[src/rtl/teclado_pin.sv]
// Keypad front end for the gate controller: collects two BCD digits, packs
// them into an 8-bit PIN and strobes enterPin on the enter key.
module teclado_pin #(
  parameter int unsigned TIMEOUT   = 50000,
  parameter int unsigned TIMEOUT_W = 16
) (
  input  logic       Clk,
  input  logic       Reset,
  input  logic [3:0] Tecla,
  input  logic       TeclaValida,
  input  logic       Vehiculo,
  input  logic       Bloqueo,
  output logic [7:0] Pin,
  output logic       enterPin,
  output logic [1:0] Digitos,
  output logic       ErrorTecla
);

  typedef enum logic [1:0] {VACIO = 2'd0, UNO = 2'd1, LISTO = 2'd2} estado_t;

  localparam logic [TIMEOUT_W-1:0] CUENTA_FIN = TIMEOUT_W'(TIMEOUT - 1);

  estado_t              estado;
  logic [7:0]           buffer;
  logic [TIMEOUT_W-1:0] cuenta;
  logic                 tecla_valida_q;

  logic evento;
  logic hab;
  logic es_digito;
  logic es_clear;
  logic es_enter;
  logic expira;

  // One event per key press: rising edge of the scanner's key-down level
  assign evento    = TeclaValida & ~tecla_valida_q;
  assign hab       = Vehiculo | Bloqueo;
  assign es_digito = (Tecla <= 4'd9);
  assign es_clear  = (Tecla == 4'hA);
  assign es_enter  = (Tecla == 4'hB);
  assign expira    = (cuenta == CUENTA_FIN);

  always_ff @(posedge Clk) begin
    if (Reset) begin
      estado         <= VACIO;
      buffer         <= 8'h00;
      cuenta         <= '0;
      tecla_valida_q <= 1'b0;
      Pin            <= 8'h00;
      enterPin       <= 1'b0;
      Digitos        <= 2'd0;
      ErrorTecla     <= 1'b0;
    end else begin
      tecla_valida_q <= TeclaValida;
      enterPin       <= 1'b0;
      ErrorTecla     <= 1'b0;

      if (!hab) begin
        // No vehicle and gate not blocked: drop any partial entry silently
        estado  <= VACIO;
        buffer  <= 8'h00;
        cuenta  <= '0;
        Digitos <= 2'd0;
      end else if (evento) begin
        cuenta <= '0;
        if (es_clear) begin
          estado  <= VACIO;
          buffer  <= 8'h00;
          Digitos <= 2'd0;
        end else if (es_enter) begin
          if (estado == LISTO) begin
            Pin      <= buffer;
            enterPin <= 1'b1;
          end else begin
            ErrorTecla <= 1'b1;
          end
          estado  <= VACIO;
          buffer  <= 8'h00;
          Digitos <= 2'd0;
        end else if (es_digito) begin
          case (estado)
            VACIO: begin
              buffer[7:4] <= Tecla;
              estado      <= UNO;
              Digitos     <= 2'd1;
            end
            UNO: begin
              buffer[3:0] <= Tecla;
              estado      <= LISTO;
              Digitos     <= 2'd2;
            end
            default: ErrorTecla <= 1'b1;
          endcase
        end else begin
          ErrorTecla <= 1'b1;
        end
      end else if (estado == VACIO) begin
        cuenta <= '0;
      end else if (expira) begin
        // Inactivity: discard the entry without flagging an error
        estado  <= VACIO;
        buffer  <= 8'h00;
        cuenta  <= '0;
        Digitos <= 2'd0;
      end else begin
        cuenta <= cuenta + TIMEOUT_W'(1);
      end
    end
  end

endmodule

[config.mk]
export PLATFORM = sky130hd
export DESIGN_NAME = teclado_pin
export DESIGN_NICKNAME = d
export VERILOG_FILES = /design/src/rtl/teclado_pin.sv
export SDC_FILE = /design/constraint.sdc
export NUM_CORES = 1
export LEC_CHECK = 0
export CELL_PAD_IN_SITES_DETAIL_PLACEMENT = 1
export CELL_PAD_IN_SITES_GLOBAL_PLACEMENT = 1
export CORE_ASPECT_RATIO = 0.7
export CORE_UTILIZATION = 45
export CTS_CLUSTER_DIAMETER = 50
export DETAILED_ROUTE_END_ITERATION = 6
export PLACE_DENSITY = 0.81
export SETUP_SLACK_MARGIN = 0.2
export SKIP_LAST_GASP = 1
export SYNTH_ARGS = -nofsm -noshare
export SYNTH_HDL_FRONTEND = slang
export SYNTH_SLANG_ARGS = --single-unit
[constraint.sdc]
create_clock -name Clk -period 3.3 [get_ports Clk]
set_input_delay 0.66 -clock Clk [delete_from_list [all_inputs] [get_ports Clk]]
set_output_delay 0.66 -clock Clk [all_outputs]
set_load 0.1 [all_outputs]
==> impl_metrics.yaml <==
synth:
  syn_inst: 187
  yosysSeqAreaShare: 0.428
  ys_ff_latch: 37
  ys_warn_count: 0
  synth_nets: 197
  syn_area_per_cell_sq_um: 9.25
  synthDistinctLibCells: 47
  synth.cell_area_sq_um: 1730
global_route:
  antenna_found_initial: 0
  grt_use_total: 0.225
  grt_max_degree: 17
  grt_pass1_wl_microns: 6910
  grt_pass1_vias: 1388
  overflow: 0
setup_path:
  startpoint_type: "input pin"
  crit_type: "in -> reg"
  cp-end-kind: "flop"
  required_ps: 3460
  cp.arrival_ps: 2510
  worstPathMaxFanout: 8
cts:
  path_clk_slew_ps: 70
  cts-root-buf: "clkbuf_8"
  worstSkewPairLatency_ps: 290
  cts_setup_buffers: 0
  ctsResizeCount: 0
  htree_levels: 2
  cts.hold.buffers_added: 0
  cts_tree: "built"
  cts_buffers: 5
  cts.sinks: 37
  clk_path_buf_depth: 2
hold_path:
  hp-class: "reg -> reg"
detailed_routing:
  first_pass_iters: 4
  num_vias: 1440
  wl_per_cell_microns: 16.8
  drt-vias-per-instance: 5.60
  drt_iter0_drc: 76
  drc: 0
  ant_nets: 0
  wl_microns: 4310
floorplan:
  start_util: 0.480
  design.portCount: 21
  core_sq_um: 3600
  die_width_microns: 76.1
  die_area_sq_um: 4100
  die_y_microns: 53.9
  rows: 18
power_and_ir_drop:
  p_leak_nw: 0.674
  ir_drop_mv: 0.309
  combPwrFrac: 0.083
  p_clk_frac: 0.414
  p_total_mw: 0.913
  power.density_nw_per_um2: 454
  p_sw_mw: 0.215
  seqPwrFrac: 0.502
  p_sw_frac: 0.235
  p_int_mw: 0.698
sta:
  setup_viol: 0
  min_period_ps: 2360
  rsz0062_at_grt: "no"
  min_period_over_period: 0.714
  fin_skew_ps: 7.16
  tns_ps: 0
  slew_headroom: 0.490
  hold_viol: 0
  slew_viol_final: 0
  tightest_slew_ps: 759
  clock.fmax_mhz: 425
cells_and_area:
  final_nets: 217
  syn2layout_area_growth_pct: 16.4
  layout_commonest_cell: "dfxtp_1"
  drive_gt1_frac: 0.159
  diodes: 0
  layout_common_cells: "37 x dfxtp_1, 31 x nor2_1, 12 x buf_4, 11 x xnor2_1"
place:
  hpwlAfterDp_microns: 3190
  port-buffer-count: 20
  gp_congestion: 0.825
outcome:
  status: "complete, no violations"
job:
  drv_cap: 0
## layer usage
| metal | wire [microns] | GRT usage | share of wire | up-vias |
|---|---|---|---|---|
| met4 | 60 | 0.0897 | 0.014 | 0 |
| met1 | 2180 | 0.302 | 0.50 | 704 |
| met3 | 168 | 0.0542 | 0.039 | 9 |
| li1 | - | - | - | 697 |
| met5 | 0 | 0 | 0 | - |
| met2 | 1910 | 0.355 | 0.44 | 30 |
## power by group through the flow
| stage | logic [mW] | clock network (mW) | registers (mW) |
|---|---|---|---|
| floorplan | 0.0446 | 0 | 0.478 |
| global placement | 0.0729 | 0 | 0.468 |
| detailed placement | 0.0747 | 0 | 0.469 |
| CTS | 0.0753 | 0.384 | 0.458 |
| global route | 0.0813 | 0.406 | 0.459 |
| finish | 0.0760 | 0.378 | 0.458 |
## final cells by class
type                       count  area (sq um)
timing repair buffer          20           170
inverter                       9          33.8
clock inverter                 2          35.0
fill                         438          1590
multi-input combinational    134           901
tap                           50          62.6
clock buffer                   5          68.8
sequential                    37           741
## path summary, 6_finish.rpt
kind / start / end / slack (ps) / cells after the start
hold reg to reg: buffer[4] / buffer[4] / 490 / 1
setup / recovery: TeclaValida / Pin[6] / 940 / 5
setup reg to reg: estado[1] / Pin[6] / 1440 / 4
hold / removal: buffer[4] / buffer[4] / 490 / 1
## worst max-delay path: stages
cell,delay [ps]
clkdlybuf4s50_1,510
nand2b_1,220
nor4_4,750
mux2i_1,300
nor2_1,60
## cells by family (layout without fill, tap and decap cells)
kind of cell / count (synthesis) / count (layout) / share of synthesized area
compound gates: 25 / 25 / 0.104
xor+xnor: 14 / 14 / 0.0709
fa+ha+maj: 1 / 1 / 0.00723
buf+inv: 16 / 36 / 0.0506
flops: 37 / 37 / 0.428
mux: 8 / 8 / 0.0463
simple gates: 86 / 86 / 0.292
## registers in the layout, summed over array words and instances, names as in the netlist
signal	flops
ErrorTecla	1
Pin	8
buffer	8
cuenta	16
enterPin	1
estado	2
tecla_valida_q	1
## metrics by stage
step | hold slack [ps] | std cells | util | cell area, sq um | worst slack [ps]
final | 487 | 257 | 0.558 | 2010 | 945
after global placement | 458 | 250 | 0.530 | 1910 | 783
after floorplan | 442 | 187 | - | 1730 | 1020
after detailed placement | 468 | 250 | 0.530 | 1910 | 673
after CTS | 485 | 257 | 0.558 | 2010 | 968
after global routing | 513 | 257 | 0.558 | 2010 | 846
## synth_stat cells, drive strengths merged
| cell | instances | area (sq um) |
|---|---|---|
| mux2i | 8 | 80.1 |
| nand2b | 2 | 12.5 |
| ha | 1 | 12.5 |
| nor4 | 7 | 58.8 |
| nor2 | 31 | 116 |
| and4 | 1 | 8.76 |
| xnor2 | 11 | 96.3 |
| a22oi | 1 | 7.51 |
| nor3b | 2 | 15.0 |
| a32oi | 1 | 8.76 |
| and4bb | 2 | 25.0 |
| o21bai | 1 | 7.51 |
| o21ai | 8 | 40.0 |
| clkbuf | 4 | 26.3 |
| a22o | 3 | 26.3 |
| a32o | 1 | 10.0 |
| or3 | 4 | 27.5 |
| o221a | 1 | 11.3 |
| nor2b | 3 | 18.8 |
| o31a | 1 | 8.76 |
| nand2 | 9 | 33.8 |
| xor2 | 3 | 26.3 |
| nand4 | 5 | 46.3 |
| inv | 9 | 33.8 |
| a41oi | 1 | 16.3 |
| dfxtp | 37 | 741 |
| buf | 3 | 27.5 |
| o2bb2ai | 1 | 8.76 |
| a31oi | 1 | 6.26 |
| a21oi | 4 | 20.0 |
| nor3 | 6 | 35.0 |
| and3b | 1 | 8.76 |
| and2b | 1 | 8.76 |
| nand3 | 8 | 45.0 |
| a221oi | 1 | 8.76 |
| or2 | 1 | 6.26 |
| nand3b | 3 | 38.8 |
No activity file was read; power rests on OpenSTA's default activity.
